## src/rtl/memory_stage.sv

```systemverilog
// MEM stage: issues one data-memory access per EX instruction and
// loads the MEM/WB register, with timeout and misalignment errors.
module memory_stage #(
    parameter int TIMEOUT = 16
) (
    input  logic        clk,
    input  logic        flush,
    input  logic        AnyStall,
    input  logic [31:0] Result_EX,
    input  logic [31:0] WrDat_EX,
    input  logic [4:0]  WriteReg_EX,
    input  logic        RegWrite_EX,
    input  logic        MemToReg_EX,
    input  logic        MemWrite_EX,
    output logic        DmReq,
    output logic        DmWe,
    output logic [31:0] DmAddr,
    output logic [31:0] DmWdat,
    input  logic        DmAck,
    input  logic [31:0] DmRdat,
    output logic [31:0] Result_MEM,
    output logic [4:0]  WriteReg_MEM,
    output logic        RegWrite_MEM,
    output logic        MemErr_MEM,
    output logic        Stall_MEM
);

    localparam int CW = $clog2(TIMEOUT + 1);

    typedef enum logic [1:0] {
        IDLE,
        WAIT,
        DONE
    } state_t;

    state_t        state;
    logic [CW-1:0] cnt;
    logic          tmo_q;
    logic [31:0]   ld_buf;

    logic        access;
    logic        misal;
    logic        ack_ok;
    logic        tmo_hit;
    logic        err;
    logic [31:0] ld_data;

    assign access  = MemToReg_EX | MemWrite_EX;
    assign misal   = Result_EX[1:0] != 2'b00;
    assign DmReq   = (state == IDLE && access && !misal) || state == WAIT;
    assign DmWe    = DmReq & MemWrite_EX;
    assign DmAddr  = Result_EX;
    assign DmWdat  = WrDat_EX;
    assign Stall_MEM = DmReq & ~DmAck;

    // An ack is only meaningful while a request is outstanding
    assign ack_ok  = DmReq & DmAck;
    assign tmo_hit = state == WAIT && !DmAck && cnt == CW'(TIMEOUT - 1);
    assign err     = access & (misal | (state == DONE & tmo_q));
    assign ld_data = ack_ok ? DmRdat : ld_buf;

    always_ff @(posedge clk) begin
        if (flush) begin
            state        <= IDLE;
            cnt          <= '0;
            tmo_q        <= 1'b0;
            ld_buf       <= '0;
            Result_MEM   <= '0;
            WriteReg_MEM <= '0;
            RegWrite_MEM <= 1'b0;
            MemErr_MEM   <= 1'b0;
        end else begin
            unique case (state)
                IDLE: begin
                    if (access && !misal) begin
                        if (!DmAck) begin
                            state <= WAIT;
                            cnt   <= '0;
                        end else if (AnyStall) begin
                            state <= DONE;
                        end
                    end
                end
                WAIT: begin
                    if (DmAck) begin
                        cnt   <= '0;
                        state <= AnyStall ? DONE : IDLE;
                    end else begin
                        cnt <= cnt + 1'b1;
                        if (tmo_hit) begin
                            state <= DONE;
                            tmo_q <= 1'b1;
                        end
                    end
                end
                DONE: begin
                    if (!AnyStall) begin
                        state <= IDLE;
                        tmo_q <= 1'b0;
                        cnt   <= '0;
                    end
                end
                default: state <= IDLE;
            endcase

            if (!AnyStall && !access) begin
                state <= IDLE;
                tmo_q <= 1'b0;
                cnt   <= '0;
            end

            // Hold load data until the pipeline is free to capture it
            if (ack_ok && AnyStall && MemToReg_EX)
                ld_buf <= DmRdat;

            if (!AnyStall) begin
                Result_MEM   <= MemToReg_EX ? ld_data : Result_EX;
                WriteReg_MEM <= WriteReg_EX;
                RegWrite_MEM <= RegWrite_EX & ~err;
                MemErr_MEM   <= err;
            end else begin
                RegWrite_MEM <= 1'b0;
                MemErr_MEM   <= 1'b0;
            end
        end
    end

endmodule

```

## config.mk

```make
export PLATFORM = sky130hd
export DESIGN_NAME = memory_stage
export DESIGN_NICKNAME = d
export VERILOG_FILES = /design/src/rtl/memory_stage.sv
export SDC_FILE = /design/constraint.sdc
export NUM_CORES = 1
export LEC_CHECK = 0
export BUFFER_PORTS_ARGS = -buffer_cell sky130_fd_sc_hd__buf_2
export CORE_MARGIN = 10
export CORE_UTILIZATION = 30
export CTS_BUF_LIST = sky130_fd_sc_hd__clkbuf_4 sky130_fd_sc_hd__clkbuf_8
export DETAILED_ROUTE_END_ITERATION = 10
export HOLD_SLACK_MARGIN = 0.02
export PLACE_DENSITY_LB_ADDON = 0.25
export SETUP_SLACK_MARGIN = 0.4
export SKIP_CTS_REPAIR_TIMING = 1
export SLEW_MARGIN = 20
export SYNTH_ARGS = -nofsm -noshare
export SYNTH_HDL_FRONTEND = slang
export SYNTH_SLANG_ARGS = --single-unit
```

## constraint.sdc

```tcl
create_clock -name clk -period 2.1 [get_ports clk]
set_clock_uncertainty 0.15 [all_clocks]
set_input_delay 0.105 -clock clk [delete_from_list [all_inputs] [get_ports clk]]
set_output_delay 0.105 -clock clk [all_outputs]
set_load 0.05 [all_outputs]
```

== Word-level counts from Yosys, hierarchy flattened ==
Index checks and enable logic that the tools add are counted.
Word-level totals
  register bits after elaboration: 79
  input bits: 108
  logic and storage cells: 70
  output and inout bits: 106
Operators by class
  add/sub/neg operators: 1
  bitwise gates (word level): 10
  reduce and logical (&&, ||, !) cells: 22
  equality and inequality tests: 10
  mux-type cells: 19
Operator list (count)
  32-bit 2-to-1 mux: 2
  5-bit 2-to-1 mux: 4
  5-bit case mux with 3 select lines: 1
  2-bit 2-to-1 mux: 7
  4-bit AND reduction: 3
  1-bit logical AND: 8
  2-bit inequality test (second input constant): 4
  1-bit AND: 6
  3-bit inequality test (second input constant): 2
  2-bit case mux with 3 select lines: 1
  5-bit by 1-bit adder with 5-bit output (second input constant): 1
  5-bit by 4-bit == test with 1-bit output (second input constant): 1
  1-bit zero test: 4
  2-bit nonzero test: 2
  2-bit OR reduction: 2
  1-bit 2-to-1 mux: 3
  3-bit nonzero test: 1
  2-bit by 1-bit == test with 1-bit output (second input constant): 1
  2-bit == test (second input constant): 1
  2-bit zero test: 1
  2-bit by 1-bit inequality test with 1-bit output (second input constant): 1
  1-bit NOT: 2
  1-bit OR: 2
  1-bit case mux with 2 select lines: 1
  1-bit logical OR: 1

== Logic depth before layout (Yosys ltp) ==
  depth after elaboration: 7
  mapped depth: 7
  depth with buffers taken out: 6

== Least setup slack after synthesis ==
Ideal clock, no wire load.
  path type: input -> output
  start: input Result_EX[0]
  end: output DmWe
  cell stages on the path: 4
  required time: 1.845 ns
  arrival: 1.763 ns
  path buffers: 0
  path slack: 0.082 ns
  cell sequence: nor2_1 > a21oi_1 > nor2_1 > and2_1
Between the ends
  longest elaborated chain between the ends: 5
RTL lines
  start: declaration: line 9  | input logic [31:0] Result_EX,
  2-bit nonzero test: line 49  | assign misal = Result_EX[1:0] != 2'b00;
  1-bit zero test: line 50  | assign DmReq = (state == IDLE && access && !misal) || state == WAIT;
  1-bit logical AND: line 50
  1-bit logical OR: line 50
  net DmReq: line 15  | output logic DmReq,
  1-bit AND: line 51  | assign DmWe = DmReq & MemWrite_EX;
  end: declaration: line 16  | output logic DmWe,
The timed path passes the listed nets, and every way through them passes these cells.

== Worst setup path in the final report ==
  start: register state[0]
  end: output DmWe
Between the ends
  longest elaborated chain between the ends: 5
  elaborated cells between the ends (all ways): 6
  classes of those cells: eq/ne: 1; bitwise: 1; reduce/logical: 4
RTL lines
  start: declaration: line 36  | state_t state;
  start signal: assignment: line 87  | state <= AnyStall ? DONE : IDLE;
  2-bit zero test: line 50
  1-bit logical AND (2 in series): line 50
  1-bit logical OR (*): line 50
  1-bit AND (*): line 51
Every way passes the cells marked *; elsewhere a longest branch is shown, timed or not.

==> impl.org <==
** Synthesis
- Summing the areas of all compound-gate instances in the mapped netlist gives 23.5% of the synthesized area.
- Cell area after technology mapping :: 4240 um^2
- Mean Syn Cell Area :: 7.81 um^2
- Mux contribution to synthesized area :: 1.18%
- Share of async-settable or async-resettable flops after synthesis :: 0%
- Share of synthesized area occupied by flip-flops and latches :: 37.3%
- XOR/XNOR share of the synthesized area :: 0%
- Synthesized-area fraction occupied by and/or/nand/nor cells :: 18.2%
- Most instantiated flip-flop cell in the synthesis netlist :: sky130_fd_sc_hd__dfxtp_1
- Synth Instances :: 542
- In this run, synthesis inferred 0 flip-flops with an integrated enable.
- Seq cells post-synth :: 79
- Arithmetic-cell share of the synthesized area counting full adders, half adders and majority gates :: 0.591%
- Unique cell type count in the Yosys netlist :: 37
- Post-Synthesis Net Count :: 652
- After synthesis, the largest family of logic cells by area is compound AO/OA/AOI/OAI gates.
- Synthesis Warnings :: 0

** Floorplan
- Y dimension of the die :: 139 um
- Die Wd :: 139 um
- Core Footprint :: 13900 um^2
- Once the floorplan was initialized, standard cells occupied 30.5% of the core.
- For this design the top-level I/O count stands at 214.
- Row count :: 43
- The die covers 19300 um^2.

** STA
- In this run the tightest slew margin relative to its limit is 39.7%.
- Derived from the worst setup path, the maximum achievable clock frequency is 596 MHz.
- Worst slack on hold paths :: 0.0392 ns
- Setup repair after global routing could not meet its margin everywhere.
- The final number of hold-violating endpoints was 0.
- Final Critical Period :: 1.68 ns
- Setup violations remaining at the end of the flow were counted as 0.
- Of the available clock period, the critical path in the final layout requires 79.9%.
- Total count of max-transition violations in the final report :: 0
- Setup total negative slack on the finished layout was measured at 0 ns.
- Smallest setup slack after layout :: 0.422 ns
- Pin slew with the least headroom to its limit :: 0.902 ns

** Power
- Leak pwr :: 2.25 nW
- PwrDens :: 615 nW/um^2
- Peak supply drop :: 0.421 mV
- Pwr Total :: 0.00350 W

** Placed design
- Number of buffers inserted by port buffering :: 149
- After legalization and detailed placement, the total HPWL measured 9390 um.
- Before CTS, the worst setup slack after placement is 0.265 ns.
- At the end of routability-driven placement, the weighted congestion stood at 0.778.

** Clock tree
- Max clock buf depth :: 2
- Later-pin clock latency in the skew report :: 0.36 ns
- Root buffer cell :: sky130_fd_sc_hd__clkbuf_8
- TritonCTS buffer count :: 9
- In this run the number of H-tree levels came out at 3.
- TritonCTS built the clock tree.
- The clock net in this run drives a total of 79 sinks.
- CTS clock-pin slew for the worst setup and hold paths :: 0.07 ns

** Hold path
- Worst hold path depth :: 3
- Source of the worst hold timing path :: DmAck
- The worst hold path terminates at state[1].
- The path class of the tightest hold or removal check is in2reg.

** Routing
- Avg Vias per Cell :: 4.98
- For this block, the routed nets add up to 14600 um of wire.
- DRC violations left :: 0
- The detail route stage leaves a number of antenna-violating nets equal to 0.
- Detailed Route Iter0 Violations :: 176
- In the final routed layout, each cell accounts on average for 16.8 um.
- Total number of vias :: 4319
- Summed over all nets, wire length on met2 after detailed routing comes to 7160 um.
- For this run, the detailed router's first-pass iteration total came to 4.
- For this block, wires on met1 add up to 6050 um.
- The highest metal layer carrying signal wires in the routed design is met4.
- Met3 WL post-DR :: 1160 um

** Critical path
- The worst setup path is captured at an output port.
- In this run the critical register-to-register path is launched from state[1].
- The signal on the critical path passes through a21oi_1 -> nor2_2 -> and2_1 -> buf_2.
- Worst path slowest cell :: sky130_fd_sc_hd__dfxtp_4
- In this run the worst setup path begins at state[0].
- Peak per-stage delay on the critical path :: 0.40 ns
- The worst setup path is of the reg2out kind.
- Critical path depth in cells :: 4
- Endpoint of the worst register-to-register path :: ld_buf[14]
- STA classifies the critical path startpoint as a flip-flop.
- Grouping stages by cell kind, the critical path spends the most delay in flip-flops.
- STA puts the critical path data arrival time at 1.42 ns.
- R2r setup slk :: 0.49 ns
- CP Buf/Inv Count :: 1
- In this run the worst path has a maximum fanout of 11.
- The worst register-to-register path has a depth of 5.
- Data required time at the worst endpoint :: 1.85 ns

** Global routing
- The via count of the first global-routing pass was 4055.
- The number of antenna violations at the first check in global routing is 0.
- Overall global routing resource usage :: 13.4%
- The total overflow left after global routing is 0.
- Pin count of the biggest net entering global routing :: 73
- The first global-routing pass estimated 21200 um of wire.

** Finish
- Area delta synth->final :: 34.2%
- Post-layout nets :: 793
- 0 antenna diodes ended up in the layout.
- Proportion of layout cells with a drive suffix above 1 :: 29.5%

** Status
- Outcome :: completed

** Flow run
- Across the run, the number of max-cap violations was 0.
==> per-stage QoR <==
step | area (um^2) | utilization (%) | std cells
2_1_floorplan | 4240 | - | 542
3_3_place_gp | 4670 | 33.7 | 776
3_5_place_dp | 4670 | 33.7 | 776
4_1_cts | 4860 | 35.0 | 792
5_1_grt | 5680 | 41.0 | 868
6_report | 5680 | 41.0 | 868
==> flip-flops by register name, summed over array words and instances (netlist names) <==
signal / cells
cnt: 5
WriteReg_MEM: 5
RegWrite_MEM: 1
Result_MEM: 32
MemErr_MEM: 1
tmo_q: 1
state: 2
ld_buf: 32
==> per-layer routing <==
| layer | vias up | track usage (%) |
|---|---|---|
| li1 | 2129 | - |
| met1 | 1991 | 15.3 |
| met2 | 184 | 22.4 |
| met3 | 15 | 5.55 |
| met4 | 0 | 4.12 |
| met5 | - | 0 |
==> cell families (layout without fill, tap and decap cells) <==
logic type	after synthesis	after routing
and+or+nand+nor	168	169
buffers and inverters	141	285
DFF	79	79
AOI/OAI and AO/OA	147	148
adders and majority gates	2	2
muxes	5	5
==> worst register-to-register path, delay by kind of cell, from the launching register on <==
kind,cells,cell delay (ns)
and+or+nand+nor,2,0.35
DFF,1,0.39
buffers and inverters,1,0.23
AOI/OAI and AO/OA,2,0.41
==> worst max-delay path by stage <==
stage / end
after global placement: ld_buf[2]
final: DmWe
after CTS: ld_buf[2]
after floorplan: DmWe
after detailed placement: ld_buf[1]
after global routing: DmWe
==> power breakdown <==
group          total, W  internal, W  switching, W
Sequential      0.00158      0.00154     0.0000348
Combinational  0.000843     0.000286      0.000557
Clock           0.00108     0.000517      0.000559
==> synthesized netlist by cell type, types with 3 or more instances <==
| cell | count | area share (%) |
|---|---|---|
| sky130_fd_sc_hd__dfxtp_1 | 79 | 37 |
| sky130_fd_sc_hd__nand2_1 | 98 | 8.7 |
| sky130_fd_sc_hd__buf_4 | 64 | 11 |
| sky130_fd_sc_hd__nand3_1 | 3 | 0.35 |
| sky130_fd_sc_hd__o221ai_1 | 27 | 5.6 |
| sky130_fd_sc_hd__inv_1 | 35 | 3.1 |
| sky130_fd_sc_hd__a21oi_1 | 72 | 8.5 |
| sky130_fd_sc_hd__o221ai_2 | 5 | 1.8 |
| sky130_fd_sc_hd__nor2b_1 | 4 | 0.59 |
| sky130_fd_sc_hd__a22oi_1 | 33 | 5.8 |
| sky130_fd_sc_hd__nand4_1 | 32 | 4.7 |
| sky130_fd_sc_hd__nor3_1 | 4 | 0.47 |
| sky130_fd_sc_hd__buf_2 | 11 | 1.3 |
| sky130_fd_sc_hd__clkbuf_1 | 26 | 2.3 |
| sky130_fd_sc_hd__buf_6 | 4 | 1.1 |
| sky130_fd_sc_hd__mux2i_1 | 5 | 1.2 |
| sky130_fd_sc_hd__nor2_1 | 16 | 1.4 |
==> cells in the final DEF, fill, tap and decap left out, types with 3 or more instances in the layout <==
| cell | n |
|---|---|
| sky130_fd_sc_hd__a21oi_1 | 71 |
| sky130_fd_sc_hd__a22oi_1 | 33 |
| sky130_fd_sc_hd__buf_12 | 3 |
| sky130_fd_sc_hd__buf_2 | 149 |
| sky130_fd_sc_hd__buf_4 | 10 |
| sky130_fd_sc_hd__clkbuf_8 | 11 |
| sky130_fd_sc_hd__dfxtp_1 | 75 |
| sky130_fd_sc_hd__dfxtp_2 | 3 |
| sky130_fd_sc_hd__dlygate4sd3_1 | 71 |
| sky130_fd_sc_hd__inv_1 | 35 |
| sky130_fd_sc_hd__mux2i_1 | 5 |
| sky130_fd_sc_hd__nand2_1 | 98 |
| sky130_fd_sc_hd__nand3_1 | 3 |
| sky130_fd_sc_hd__nand4_1 | 32 |
| sky130_fd_sc_hd__nor2_1 | 13 |
| sky130_fd_sc_hd__nor2b_1 | 3 |
| sky130_fd_sc_hd__nor3_1 | 3 |
| sky130_fd_sc_hd__o221ai_1 | 27 |
| sky130_fd_sc_hd__o221ai_2 | 5 |
==> final cells by class <==
cell class / instances / area [um^2]
Inverter: 35 / 131
Clock inverter: 3 / 17.5
Timing Repair Buffer: 234 / 1610
Fill cell: 1408 / 8200
Sequential cell: 79 / 1590
Multi-Input combinational cell: 324 / 1950
Tap cell: 180 / 225
Clock buffer: 13 / 166
No activity file was read; power rests on OpenSTA's default activity.
